===== config.mk =====
export PLATFORM = sky130hd
export DESIGN_NAME = parity_frame_unit
export DESIGN_NICKNAME = d
export VERILOG_FILES = /design/src/rtl/parity_frame_unit_pkg.sv /design/src/rtl/parity_frame_unit_par_reduce.sv /design/src/rtl/parity_frame_unit.sv
export SDC_FILE = /design/constraint.sdc
export NUM_CORES = 1
export LEC_CHECK = 0
export BUFFER_PORTS_ARGS = -buffer_cell sky130_fd_sc_hd__buf_2
export CAP_MARGIN = 20
export CORE_UTILIZATION = 30
export CTS_BUF_LIST = sky130_fd_sc_hd__clkbuf_16
export DETAILED_ROUTE_END_ITERATION = 10
export HOLD_SLACK_MARGIN = 0.03
export PLACE_DENSITY = 0.47
export REMOVE_ABC_BUFFERS = 1
export SYNTH_ARGS = -nofsm -noshare
export SYNTH_HDL_FRONTEND = slang
export SYNTH_SLANG_ARGS = --single-unit
export TNS_END_PERCENT = 50

===== constraint.sdc =====
create_clock -name CLK -period 5.3 [get_ports CLK]
set_input_delay 0.265 -clock CLK [delete_from_list [all_inputs] [get_ports CLK]]
set_output_delay 0.265 -clock CLK [all_outputs]
set_load 0.02 [all_outputs]

===== src/rtl/parity_frame_unit_pkg.sv =====
// Shared encodings for the frame parity unit: parity modes, check/generate
// select, FSM states, and the mode-to-parity-bit mapping.
package parity_frame_unit_pkg;

   typedef enum logic [1:0] {
      PAR_EVEN  = 2'b00,
      PAR_ODD   = 2'b01,
      PAR_MARK  = 2'b10,
      PAR_SPACE = 2'b11
   } par_mode_e;

   typedef enum logic [1:0] {
      ST_IDLE  = 2'b00,
      ST_ACCUM = 2'b01,
      ST_DONE  = 2'b10
   } pfu_state_e;

   localparam logic CHK_GEN   = 1'b0;
   localparam logic CHK_CHECK = 1'b1;

   // Final parity bit for a frame given its mode and the XOR of all data bits.
   function automatic logic par_apply(input par_mode_e mode, input logic acc);
      logic p;
      case (mode)
         PAR_EVEN:  p = acc;
         PAR_ODD:   p = ~acc;
         PAR_MARK:  p = 1'b1;
         default:   p = 1'b0;
      endcase
      return p;
   endfunction

endpackage


===== src/rtl/parity_frame_unit_par_reduce.sv =====
// XOR-reduce of one data word. Kept separate so a pipelined tree can be
// dropped in for wide words without touching the frame FSM.
module par_reduce #(
   parameter int DATA_WIDTH = 8
) (
   input  logic [DATA_WIDTH-1:0] data,
   output logic                  par
);

   assign par = ^data;

endmodule


===== src/rtl/parity_frame_unit.sv =====
// Frame parity unit: accumulates XOR parity over 1..MAX_WORDS words accepted
// on a valid/ready handshake, then presents one registered result for a
// single cycle. In check mode the result is compared with the parity bit
// received alongside the last word.
module parity_frame_unit
   import parity_frame_unit_pkg::*;
#(
   parameter int DATA_WIDTH = 8,
   parameter int MAX_WORDS  = 16,
   parameter int CNT_W      = $clog2(MAX_WORDS + 1)
) (
   input  logic                  CLK,
   input  logic                  RST,
   input  logic                  PAR_EN,
   input  logic [1:0]            PAR_MODE,
   input  logic                  CHK_MODE,
   input  logic [CNT_W-1:0]      FRAME_LEN,
   input  logic [DATA_WIDTH-1:0] IN_DATA,
   input  logic                  IN_VALID,
   output logic                  IN_READY,
   input  logic                  IN_PAR,
   output logic                  PAR_BIT,
   output logic                  PAR_VALID,
   output logic                  PAR_ERR,
   output logic                  BUSY
);

   localparam logic [CNT_W-1:0] MAX_LEN = CNT_W'(MAX_WORDS);
   localparam logic [CNT_W-1:0] ONE     = CNT_W'(1);

   pfu_state_e       state_q, state_d;
   logic             acc_q, acc_d;
   logic [CNT_W-1:0] cnt_q, cnt_d;
   logic [CNT_W-1:0] len_q, len_d;
   par_mode_e        mode_q, mode_d;
   logic             chk_q, chk_d;
   logic             par_bit_q, par_bit_d;
   logic             par_err_q, par_err_d;
   logic             par_valid_q, par_valid_d;

   logic             word_par;
   logic [CNT_W-1:0] eff_len;

   par_reduce #(.DATA_WIDTH(DATA_WIDTH)) u_reduce (
      .data (IN_DATA),
      .par  (word_par)
   );

   // Ready depends only on state: the result cycle is the single stall slot.
   assign IN_READY  = (state_q != ST_DONE);
   assign BUSY      = (state_q != ST_IDLE);
   assign PAR_BIT   = par_bit_q;
   assign PAR_ERR   = par_err_q;
   assign PAR_VALID = par_valid_q;

   // Map the requested length onto 1..MAX_WORDS.
   always_comb begin
      if (FRAME_LEN == '0)
         eff_len = ONE;
      else if (FRAME_LEN > MAX_LEN)
         eff_len = MAX_LEN;
      else
         eff_len = FRAME_LEN;
   end

   // Next-state logic: frame start latches config, each accept folds one
   // word in, and the final accept computes the result and received-bit
   // comparison so both are registered for the DONE cycle.
   always_comb begin
      logic             start, step, accept;
      logic             nxt_acc;
      logic [CNT_W-1:0] nxt_cnt, cur_len;
      par_mode_e        cur_mode;
      logic             cur_chk;

      state_d     = state_q;
      acc_d       = acc_q;
      cnt_d       = cnt_q;
      len_d       = len_q;
      mode_d      = mode_q;
      chk_d       = chk_q;
      par_bit_d   = par_bit_q;
      par_err_d   = par_err_q;
      par_valid_d = 1'b0;

      accept   = IN_VALID & IN_READY;
      start    = accept & PAR_EN & (state_q == ST_IDLE);
      step     = accept & (state_q == ST_ACCUM);
      cur_len  = start ? eff_len : len_q;
      cur_mode = start ? par_mode_e'(PAR_MODE) : mode_q;
      cur_chk  = start ? CHK_MODE : chk_q;
      nxt_cnt  = start ? ONE : cnt_q + ONE;
      nxt_acc  = start ? word_par : (acc_q ^ word_par);

      case (state_q)
         ST_IDLE, ST_ACCUM: begin
            if (start || step) begin
               acc_d  = nxt_acc;
               cnt_d  = nxt_cnt;
               len_d  = cur_len;
               mode_d = cur_mode;
               chk_d  = cur_chk;
               if (nxt_cnt == cur_len) begin
                  state_d     = ST_DONE;
                  par_bit_d   = par_apply(cur_mode, nxt_acc);
                  par_err_d   = (cur_chk == CHK_CHECK) && (par_bit_d != IN_PAR);
                  par_valid_d = 1'b1;
               end else begin
                  state_d = ST_ACCUM;
               end
            end
         end
         default: state_d = ST_IDLE;
      endcase
   end

   // State and output registers; async reset aborts any frame in flight.
   always_ff @(posedge CLK or negedge RST) begin
      if (!RST) begin
         state_q     <= ST_IDLE;
         acc_q       <= 1'b0;
         cnt_q       <= '0;
         len_q       <= ONE;
         mode_q      <= PAR_EVEN;
         chk_q       <= CHK_GEN;
         par_bit_q   <= 1'b0;
         par_err_q   <= 1'b0;
         par_valid_q <= 1'b0;
      end else begin
         state_q     <= state_d;
         acc_q       <= acc_d;
         cnt_q       <= cnt_d;
         len_q       <= len_d;
         mode_q      <= mode_d;
         chk_q       <= chk_d;
         par_bit_q   <= par_bit_d;
         par_err_q   <= par_err_d;
         par_valid_q <= par_valid_d;
      end
   end

endmodule


**Word level (Yosys, flattened, before mapping)**

Cells that the tools add are included.

- Register bits after elaboration: 19
- Logic and storage cells: 51
- Input bits: 21
- Output and inout bits: 5

- Reduce and logical (&&, ||, !) cells: 10
- $lt $le $gt $ge: 1
- Equal/unequal tests: 7
- $add $sub $neg: 1
- Multiplexer cells: 17
- Bitwise logic cells: 6

Operator list:

| operator | number |
|---|---|
| $mux W5 | 4 |
| $mux W1 | 8 |
| $mux W2 | 4 |
| $reduce_xor A8 Y1 | 1 |
| $add A5 B1 Y5 const B | 1 |
| $eq A5 B5 Y1 | 1 |
| $gt A5 B5 Y1 const B | 1 |
| $logic_not A5 Y1 | 1 |
| $and A1 B1 Y1 | 4 |
| $eq A2 B1 Y1 const B | 2 |
| $logic_not A2 Y1 | 2 |
| $ne A2 B2 Y1 const B | 2 |
| $pmux W1 S3 | 1 |
| $reduce_and A3 Y1 | 1 |
| $eq A2 B2 Y1 const B | 1 |
| $reduce_and A2 Y1 | 1 |
| $reduce_bool A2 Y1 | 1 |
| $reduce_or A2 Y1 | 1 |
| $logic_and A1 B1 Y1 | 1 |
| $logic_or A1 B1 Y1 | 1 |
| $ne A1 B1 Y1 | 1 |
| $not A1 Y1 | 1 |
| $xor A1 B1 Y1 | 1 |

**Longest topological paths before layout**

Gate-level depths: netlist (run 1).

- Depth in word-level cells: 12
- Depth in mapped cells: 7
- Mapped depth without buffers: 6

**Modules after synthesis**

From an unflattened synthesis (run 1), not the netlist that was laid out.

- Cell total of the unflattened synthesis: 119
- Area total of the unflattened synthesis: 1,136.1 µm²

By module, submodules not included:

| module | sequential area each (µm²) | cells an instance | times used | area an instance (µm²) |
|---|---|---|---|---|
| parity_frame_unit | 476.7 | 112 | 1 | 1,074.8 |
| par_reduce | 0.0 | 7 | 1 | 61.3 |

**Worst setup path after synthesis (run 1)**

Ideal clock, no wire load.

- Path kind: register -> register
- Start: reg cnt_q[0]
- End: reg par_bit_q (netlist: PAR_BIT)
- Data required time: 5,173 ps
- Library setup time: 127 ps
- Path buffers: 0
- Arrival: 1,816 ps
- Setup slack: 3,357 ps
- Stages on the path, launching flop included: 7
- Cell sequence: dfrtp_1 ha_1 xnor2_1 a2111oi_4 a31oi_2 nor2_4 mux2_1

- Cells in the longest elaborated chain, start to end: 4

RTL lines:

| what | line | RTL |
|---|---|---|
| start, declared | parity_frame_unit.sv:33 | `logic [CNT_W-1:0] cnt_q, cnt_d;` |
| start signal, assigned | parity_frame_unit.sv:132 | `cnt_q <= cnt_d;` |
| $add A5 B1 Y5 | parity_frame_unit.sv:92 | `nxt_cnt = start ? ONE : cnt_q + ONE;` |
| $mux W5 | parity_frame_unit.sv:92 |  |
| $eq A5 B5 Y1 | parity_frame_unit.sv:103 | `if (nxt_cnt == cur_len) begin` |
| $reduce_and A3 Y1 (no line) | -- |  |
| end signal, assigned | parity_frame_unit.sv:136 | `par_bit_q <= par_bit_d;` |
| end, declared | parity_frame_unit.sv:37 | `logic par_bit_q, par_bit_d;` |

No other way between the ends.
A chain may end at the register's enable or synchronous reset.

**Final worst setup path (run 1)**

- Start: reg state_q[0]
- End: reg par_bit_q (netlist: PAR_BIT)

- Cells in the longest elaborated chain, start to end: 10
- Elaborated cells between the ends (all ways): 23
- Classes of those cells: 5 x eq/ne; 8 x mux; 5 x bitwise; 5 x reduce/logical

RTL lines:

| what | line | RTL |
|---|---|---|
| start, declared | parity_frame_unit.sv:31 | `pfu_state_e state_q, state_d;` |
| start signal, assigned | parity_frame_unit.sv:130 | `state_q <= state_d;` |
| $ne A2 B2 Y1 | parity_frame_unit.sv:50 | `assign IN_READY = (state_q != ST_DONE);` |
| $and A1 B1 Y1 | parity_frame_unit.sv:86 | `accept = IN_VALID & IN_READY;` |
| $and A1 B1 Y1 (2 in series) | parity_frame_unit.sv:87 | `start = accept & PAR_EN & (state_q == ST_IDLE);` |
| $mux W2 / $mux W1 (equally long branches) | parity_frame_unit.sv:90, parity_frame_unit.sv:93 |  |
| $eq A2 B2 Y1, or another cell as far along | parity_frame_unit_pkg.sv:24 | `case (mode)` |
| $pmux W1 S3 | parity_frame_unit_pkg.sv:24 |  |
| $mux W1 | parity_frame_unit.sv:103 |  |
| $mux W1 | parity_frame_unit.sv:97 | `if (start \|\| step) begin` |
| $mux W1 | parity_frame_unit.sv:95 | `case (state_q)` |

Parallel ways exist; a longest one is shown, timed or not. The select of a mux whose other input is x is not followed.

==> run summary, run 1 <==
Worst EP arrival: 2.47 ns
H-tree lvl count: 1
Commonest non-fill, non-tap cell in the layout: buf_2
Slew Limit Headroom: 0.532
Critical path fanouts, max: 16
Crit end category: register
Die height: 64.0 um
# IOs: 26
Post-DP Area: 0.00131 mm2
Yosys cell types: 40
Skew final: 0.00188 ns
Clk slew on worst S/H paths: 0.05 ns
Initial detailed-routing violation count: 12
Die area: 0.00409 mm2
Rows: 22
Critical Path Max Stage Delay: 0.75 ns
Main combinational cell family by area after synthesis: simple AND/OR/NAND/NOR gates
Largest net degree at the start of global routing: 20
DP Wirelength: 1670 um
Mean Syn Cell Area: 10.8 um2
Top delay family on crit path: simple AND/OR/NAND/NOR gates
Max Cap Viol: 0
Share of layout cells above drive strength 1: 0.316
Clock period minus worst slack: 2.33 ns
Fraction of registers with async set/reset: 1.00
Setup CP Type: reg2reg
Dpl ws: 2.98 ns
Grt total ovfl: 0
Synth Flop Type: dfrtp_1
Status: completed
Reg-to-reg setup timing slack: 2.97 ns
Synth Area in Compound Gates: 0.131
Tcrit/Tclk final: 0.440
Design Area, Final: 0.00140 mm2
First-pass GRT wire length: 3970 um
Post-synthesis instance total: 107
Clk root buf: clkbuf_16
Simple-Gate Fraction of Synth Area: 0.163
Top cells by area, synth: dfrtp_1 (39%), xnor2_1 (6.1%), nand2_1 (4.2%)
Setup tns final: 0 ns
Top cell type's share of synthesized area: 0.391
Overall Global Routing Usage: 0.125
Synth warn: 0
XOR/XNOR Fraction of Synth Area: 0.153
Mapped Area: 0.00115 mm2
Routed wire length: 2210 um
Slowest CP cell: and4bb_1
Nets: 156
Avg Vias per Cell: 4.69
Worst vdd ir: 0.174 mV
Crit-path cells: and4bb_1 > mux2_4 > a21oi_2 > mux2i_4 > xnor2_1 > mux2_1
Core Box Area: 0.00366 mm2
Initial antenna violation count: 0
PortBufs: 25
Max Root-Sink Buffers: 2
Critical Path RT: 5.43 ns
Post-Synth Adder-Cell Area: 0.0195
Pins Over Slew Limit: 0
Synth-to-Final Area Change: 21.7%
N_diodes: 0
Buf/Inv on CP: 0
Slack of the critical path: 2.97 ns
Post-synth top area cell: dfrtp_1
Via count: 849
Unrepaired setup endpoints after global routing: false
Initial Util: 0.315
Most frequent cells in the layout: buf_2 (25), dfrtp_1 (18), nand2_1 (13)
Mux cell area share after synthesis: 0.0793
Endpoints failing hold: 0
Number of synthesized flops with an enable pin: 0
PD cells: 497 mW/mm2
CTS tree: built
Final RePlAce weighted congestion: 0.728
Clock latency on the worst-skew pair: 0.25 ns
Fmax: 429 MHz
Antenna Violating Nets Remaining: 0
CTS Buf Count: 3
Worst setup SP type: register
Worst-Margin Slew: 0.701 ns
Filler cell count: 366
Final setup vio count: 0
Worst hold path class: in2reg
Die Wd: 64.0 um
# clock sinks: 19
Sequential share of the synthesized area: 0.414
Wire per inst: 12.2 um
DRC viols: 0
Vias in the first global route: 907
Leakage power: 0.612 nW
DR pass1 iterations: 3
#FFs+latches synth: 19
-- worst min-delay path: cells and delay by family --
kind | cells | cell delay (ns)
simple gates | 2 | 0.13
buf+inv | 1 | 0.09
-- sequential cells by signal (all words and copies together) (netlist names) --
signal     flops
PAR_BIT        1
mode_q         2
PAR_ERR        1
acc_q          1
len_q          5
state_q        2
cnt_q          5
PAR_VALID      1
chk_q          1
-- worst paths after layout --
check / depth (start not counted) / to / startpoint
worst max-delay path: 6 / PAR_BIT / state_q[0]
worst min-delay path: 3 / len_q[1] / FRAME_LEN[1]
worst max register to register: 6 / PAR_BIT / state_q[0]
worst min register to register: 1 / PAR_BIT / PAR_BIT
max in group asynchronous: 2 / len_q[0] / RST
min in group asynchronous: 2 / len_q[3] / RST
-- synth_stat cells (2+ instances only) --
master	instances
mux2i_1	2
nand3b_1	4
o21ai_1	8
nor3_1	3
nor2b_1	2
nor2_1	3
mux2_1	3
xor2_1	4
dfrtp_1	18
xnor2_1	8
o21ai_0	3
clkbuf_1	2
xnor2_2	2
a21oi_1	3
nand2_1	13
inv_1	4
nand3_1	2
-- power by group --
group          total [mW]  switching [mW]  internal, mW
Clock               0.155          0.0545         0.100
Sequential          0.257          0.0543         0.203
Combinational       0.285           0.145         0.140
Total               0.697           0.254         0.443
-- per-stage QoR --
stage / power (mW) / std cells / hold slack, ns / util
after floorplan: 0.482 / 102 / -0.0306 / -
after global placement: 0.538 / 175 / 0.238 / 0.357
after detailed placement: 0.546 / 175 / 0.242 / 0.357
after CTS: 0.706 / 180 / 0.260 / 0.381
after global routing: 0.749 / 181 / 0.263 / 0.383
final: 0.697 / 181 / 0.261 / 0.383
-- area by class of cell --
cell class,instances,area [um2],share of cell area
multi-input combinational,79,629,0.449
sequential,19,477,0.340
timing repair buffer,27,143,0.102
clock buffer,3,75.1,0.0535
tap,48,60.1,0.0428
inverter,4,15.0,0.0107
clock inverter,1,3.75,0.00268
-- logic make-up (layout without fill, tap and decap cells) --
kind of cell,after synthesis,count (layout)
compound gates,20,20
xor+xnor,16,16
simple gates,34,34
flops,19,19
mux,7,7
buf+inv,9,35
fa+ha+maj,2,2
-- per-layer routing --
metal	wire length (um)	GRT usage
met5	0	0
met4	23	0.0455
met3	81	0.0268
met2	1100	0.221
met1	1000	0.148
-- what timing repair did --
| item | in CTS | in global routing |
|---|---|---|
| hold buffers | 1 | 0 |
| resized for setup | 0 | 0 |
| setup buffers | 0 | 0 |
| hold endpoints to repair | 18 | 0 |
| endpoints found under the setup margin | 0 | 0 |
No activity file was read; power rests on OpenSTA's default activity.
==> inputs of run 2 (changes only) <==
ABC_AREA = 1   (was default)
clock period = 2.4 ns   (was 5.3 ns; I/O delays follow)
==> run 2 against run 1 <==
Compared with the run above:
- largest power group unchanged
- global-route usage rose by 0.57 points
- clock-buffer cell count did not move
- combinational power rose to 2.5 times the previous value
- highest routed layer unchanged
- design area rose by 11%
- sequential share of layout area fell by 3.3 points
- non-clock buffer count fell by 1
- utilization fell by 0.34 points
- via count rose by 34%
- critical path depth rose by 6
==> run summary, run 2 <==
Number of synthesized flops with an enable pin: 0
Worst setup SP type: register
DRC viols: 0
Top cells by count, synth: nand2_1 (80), inv_1 (31), dfrtp_1 (18)
Worst Setup EP: PAR_ERR
Largest net degree at the start of global routing: 25
Worst EP arrival: 1.89 ns
Crit-path most repeated cell: nand2_1
Top Registers: cnt_q (5), len_q (5)
PortBufs: 25
Most frequent cells in the layout: nand2_1 (80), inv_1 (32), buf_2 (25)
Vias in the first global route: 1061
Grt peak-use layer: met2
Routed wire length: 2470 um
Worst vdd ir: 0.463 mV
Nets: 241
CTS tree: built
Endpoints failing hold: 0
Max Cap Viol: 0
Status: completed
Setup bufs post-CTS: 0
Top cell type's share of synthesized area: 0.345
Initial Util: 0.320
Clk root buf: clkbuf_16
RR Startpoint: cnt_q[0]
Post-synth top area cell: dfrtp_1
Initial detailed-routing violation count: 43
Fmax: 587 MHz
Top cells by area, synth: dfrtp_1 (34%), nand2_1 (23%), inv_1 (8.9%)
Worst hold path class: in2reg
Synth Flop Type: dfrtp_1
Skew final: 0.00203 ns
CTS resizes: 0
Cts hold-fix bufs: 1
Leakage power: 0.909 nW
Most frequent cell after synthesis: nand2_1
Avg Vias per Cell: 4.26
GRT met3 Usage: 0.0400
Setup CP Type: reg2reg
Rows: 23
DP Wirelength: 1940 um
PD cells: 1020 mW/mm2
Reg-to-reg setup timing slack: 0.70 ns
Synth warn: 0
Wire per inst: 9.20 um
Critical Path RT: 2.59 ns
Post-DP Area: 0.00146 mm2
Slew Limit Headroom: 0.707
Buf/Inv on CP: 1
Overall Global Routing Usage: 0.131
Sequential share of the synthesized area: 0.365
Die Wd: 68.0 um
Clock period minus worst slack: 1.70 ns
Die height: 68.0 um
Synth-to-Final Area Change: 18.8%
# clock sinks: 19
Post-synthesis instance total: 190
Worst Reg2Reg Path Length in Cells: 12
Die area: 0.00462 mm2
Crit end category: register
Slowest CP cell: dfrtp_1
Fraction of registers with async set/reset: 1.00
Initial antenna violation count: 0
Critical path depth: 12
Yosys cell types: 23
Post-route non-filler standard cell count: 268
Crit-path cells: ha_1 > nand2_1 > inv_1 > nor2_1 > nand2_1 > nand2_1 > nand2_1 > nor2_2 > nand3_4 > nor2_2 > nand3_1 > nand2_1
Critical path fanouts, max: 7
Grt total ovfl: 0
Post-placement cell count: 263
Core Box Area: 0.00409 mm2
Max Root-Sink Buffers: 2
Critical Path Max Stage Delay: 0.46 ns
Via count: 1141
# IOs: 26
Clk slew on worst S/H paths: 0.05 ns
Reg2reg end: PAR_ERR
Antenna Violating Nets Remaining: 0
H-tree lvl count: 1
Met2 Use GR: 0.222
CTS Buf Count: 3
Worst-Margin Slew: 0.439 ns
#FFs+latches synth: 19
First-pass GRT wire length: 4490 um
Clock latency on the worst-skew pair: 0.25 ns
Pins Over Slew Limit: 0
Commonest non-fill, non-tap cell in the layout: nand2_1
Met1 Use GR: 0.158
Mean Syn Cell Area: 6.88 um2
Final setup vio count: 0
Final RePlAce weighted congestion: 0.714
N_diodes: 0
Unrepaired setup endpoints after global routing: false
DR pass1 iterations: 4
Design Area, Final: 0.00155 mm2
Share of layout cells above drive strength 1: 0.225
Tcrit/Tclk final: 0.710
Top delay family on crit path: simple AND/OR/NAND/NOR gates
Setup tns final: 0 ns
Mapped Area: 0.00131 mm2
Critical path launch point: cnt_q[0]
[run 2: per-layer routing]
metal | vias to the layer above | part of all wire
li1 | 638 | -
met1 | 487 | 0.50
met2 | 14 | 0.46
met3 | 2 | 0.032
met4 | 0 | 0.0049
met5 | - | 0
[run 2: worst min-delay path by stage]
stage                 start  slack, ns  cells after the start         to
2_1_floorplan           RST      -0.18                      0    PAR_BIT
5_1_grt         PAR_MODE[0]       0.13                      3  mode_q[0]
6_report       FRAME_LEN[0]       0.12                      3   len_q[0]
4_1_cts        FRAME_LEN[0]       0.13                      3   len_q[0]
3_5_place_dp            RST        0.1                      1   cnt_q[0]
3_3_place_gp            RST        0.1                      1   cnt_q[1]
[run 2: area by class of cell]
class | instances | area [um2]
clock buffers | 3 | 75.1
inverters | 36 | 135
fillers | 441 | 2530
multi-input cells | 133 | 663
clock inverters | 1 | 3.75
well taps | 50 | 62.6
repair buffers | 26 | 135
flip-flops and latches | 19 | 477
[run 2: cell families (layout without fill, tap and decap cells)]
| kind of cell | after synthesis | in the layout | share of synthesized area |
|---|---|---|---|
| simple gates | 117 | 117 | 0.422 |
| buf+inv | 38 | 66 | 0.127 |
| flops | 19 | 19 | 0.365 |
| compound gates | 15 | 15 | 0.0757 |
| fa+ha+maj | 1 | 1 | 0.00958 |
[run 2: worst reg2reg max path: stages (launching register included)]
cell	delay, ns
dfrtp_1	0.46
ha_1	0.26
nand2_1	0.08
inv_1	0.06
nor2_1	0.11
nand2_1	0.08
nand2_1	0.08
nand2_1	0.05
nor2_2	0.13
nand3_4	0.12
nor2_2	0.09
nand3_1	0.08
nand2_1	0.05
[run 2: metrics by stage]
step | worst slack, ns | util | hold WS [ns] | total power [mW]
after detailed placement | 0.702 | 0.358 | 0.0959 | 1.25
after global placement | 0.686 | 0.358 | 0.0992 | 1.26
after floorplan | 0.877 | - | -0.176 | 1.08
final | 0.696 | 0.380 | 0.123 | 1.58
after global routing | 0.549 | 0.380 | 0.133 | 1.73
after CTS | 0.685 | 0.380 | 0.125 | 1.61
[run 2: where the power goes]
group | internal, mW | switching [mW] | total, mW
clock | 0.222 | 0.116 | 0.338
sequential | 0.434 | 0.0864 | 0.521
combinational | 0.269 | 0.450 | 0.719
total | 0.925 | 0.653 | 1.58
==> inputs of run 3 (changes only) <==
clock period = 1.65 ns   (was 2.4 ns; I/O delays follow)
==> run 3 against run 2 <==
Compared with the run above:
- total power increased by 67%
- hold slack got worse by 0.052 ns
- critical endpoint unchanged
- clock-buffer cell count is the same
- cell count is 4.1% higher
- design area is 11% higher
- die area is the same
- sequential power grew 41%
- critical path type unchanged
- sequential cell count is the same
- clock power up 48%
==> run summary, run 3 (synthesis results as in run 2) <==
Status: completed
Share of layout cells above drive strength 1: 0.328
Pins Over Slew Limit: 0
Vias in the first global route: 1138
CTS Buf Count: 3
CTS tree: built
Initial detailed-routing violation count: 79
Post-placement cell count: 269
Net Sw Power: 1.08 mW
DP Wirelength: 1980 um
RR Startpoint: state_q[0]
Crit-path most repeated cell: nor2_4
Final setup vio count: 0
PortBufs: 25
Avg Vias per Cell: 4.37
Clk network pwr share: 0.190
Clk root buf: clkbuf_16
Worst Hold Endpoint: len_q[0]
Die Wd: 68.0 um
Synth-to-Final Area Change: 32.2%
Slowest CP cell: dfrtp_1
H-tree lvl count: 1
Critical Path Max Stage Delay: 0.41 ns
First-pass GRT wire length: 4710 um
Commonest non-fill, non-tap cell in the layout: nand2_1
Clock latency on the worst-skew pair: 0.25 ns
Initial antenna violation count: 0
Endpoints failing hold: 0
Setup CP Type: reg2reg
PD cells: 1530 mW/mm2
Die area: 0.00462 mm2
Clk slew on worst S/H paths: 0.05 ns
Leakage power: 0.972 nW
Initial Util: 0.320
Worst hold path class: in2reg
Tcrit/Tclk final: 0.990
Antenna Violating Nets Remaining: 0
Critical path fanouts, max: 6
Worst Reg2Reg Path Length in Cells: 12
Crit-path cells: nor2_4 > buf_12 > nand2_8 > nand2_2 > nand2_4 > nand4_1 > nand2_2 > nor2_4 > nand3_4 > nor2_4 > nand3_2 > nand2_1
N_diodes: 0
Fmax: 612 MHz
Wire per inst: 9.99 um
Combinational power share: 0.532
Most frequent cells in the layout: nand2_1 (74), inv_1 (29), buf_2 (25)
Largest net degree at the start of global routing: 25
Reg2reg end: PAR_ERR
Worst vdd ir: 0.899 mV
Hold path depth: 3
DRC viols: 0
Top Registers: cnt_q (5), len_q (5)
# clock sinks: 19
Overall Global Routing Usage: 0.136
Setup tns final: 0 ns
Unrepaired setup endpoints after global routing: true
Max Cap Viol: 0
Nets: 252
Filler cell count: 441
Switching share of total power: 0.410
Post-route non-filler standard cell count: 279
Clock period minus worst slack: 1.63 ns
Worst-Margin Slew: 0.455 ns
Die height: 68.0 um
Slew Limit Headroom: 0.696
Reg-to-reg setup timing slack: 0.02 ns
Tot Pwr: 2.64 mW
Worst setup SP type: register
Rows: 23
# IOs: 26
Max Root-Sink Buffers: 2
DR pass1 iterations: 4
Hold path start: FRAME_LEN[0]
P_int: 1.56 mW
Routed wire length: 2790 um
Worst EP arrival: 1.83 ns
Via count: 1220
Crit end category: register
Final RePlAce weighted congestion: 0.789
Grt total ovfl: 0
Skew final: 0.00164 ns
Flop pwr share: 0.278
Critical Path RT: 1.84 ns
Core Box Area: 0.00409 mm2
-- run 3: cell count changes in the layout (fill, tap and decap cells not counted), moves of 2 or more --
cell / previous run / this run
buf_4: 0 / 7
nand2_1: 80 / 74
nand2_2: 3 / 7
inv_1: 32 / 29
nand2_4: 2 / 5
o21ai_1: 5 / 2
o21ai_2: 0 / 3
inv_2: 5 / 7
-- run 3: power groups by stage --
| stage | clock [mW] | sequential [mW] | combinational, mW |
|---|---|---|---|
| floorplan | 0 | 0.767 | 0.807 |
| global placement | 0 | 0.738 | 1.18 |
| detailed placement | 0 | 0.734 | 1.17 |
| CTS | 0.523 | 0.728 | 1.25 |
| global route | 0.543 | 0.752 | 1.57 |
| finish | 0.501 | 0.734 | 1.40 |
-- run 3: worst max path at each step --
stage	slack [ns]	depth (start not counted)	end	startpoint
global route	-0.11	12	PAR_ERR	state_q[0]
CTS	0.006	12	PAR_ERR	state_q[1]
global placement	-0.01	12	PAR_ERR	cnt_q[0]
detailed placement	-0.007	12	PAR_ERR	cnt_q[0]
floorplan	0.13	12	PAR_ERR	cnt_q[0]
finish	0.02	12	PAR_ERR	state_q[0]
-- run 3: what timing repair did --
item	in CTS	in global routing
endpoints found under the hold margin	18	0
gates cloned	0	2
buffers inserted	1	2
endpoints found under the setup margin	1	3
hold buffers	1	0
resized for setup	6	14
pin swaps	1	12
-- run 3: through the flow --
step	hold slack [ns]	setup WS, ns	area [um2]	utilization
global placement	0.0610	-0.0150	1510	0.369
global route	0.0939	-0.114	1730	0.423
CTS	0.0728	0.00566	1640	0.402
floorplan	-0.213	0.127	1270	-
detailed placement	0.0653	-0.00676	1510	0.369
finish	0.0710	0.0170	1730	0.423
-- run 3: cell type report --
| class | instances | area (um2) | share of cell area |
|---|---|---|---|
| sequential | 19 | 477 | 0.276 |
| tap | 50 | 62.6 | 0.0362 |
| inverter | 36 | 135 | 0.0783 |
| multi-input combinational | 135 | 753 | 0.436 |
| timing repair buffer | 35 | 219 | 0.127 |
| clock inverter | 1 | 5.00 | 0.00290 |
| clock buffer | 3 | 75.1 | 0.0435 |
-- run 3: worst max-delay path, delay by kind of cell (launching register included) --
family	cells	cell delay (ns)
and+or+nand+nor	11	1.02
buffers and inverters	1	0.14
DFF	1	0.41
-- run 3: per-layer routing --
metal	part of all wire	track usage
met3	0.031	0.0400
met1	0.48	0.178
met2	0.48	0.216
met5	0	0
met4	0.0047	0.0391
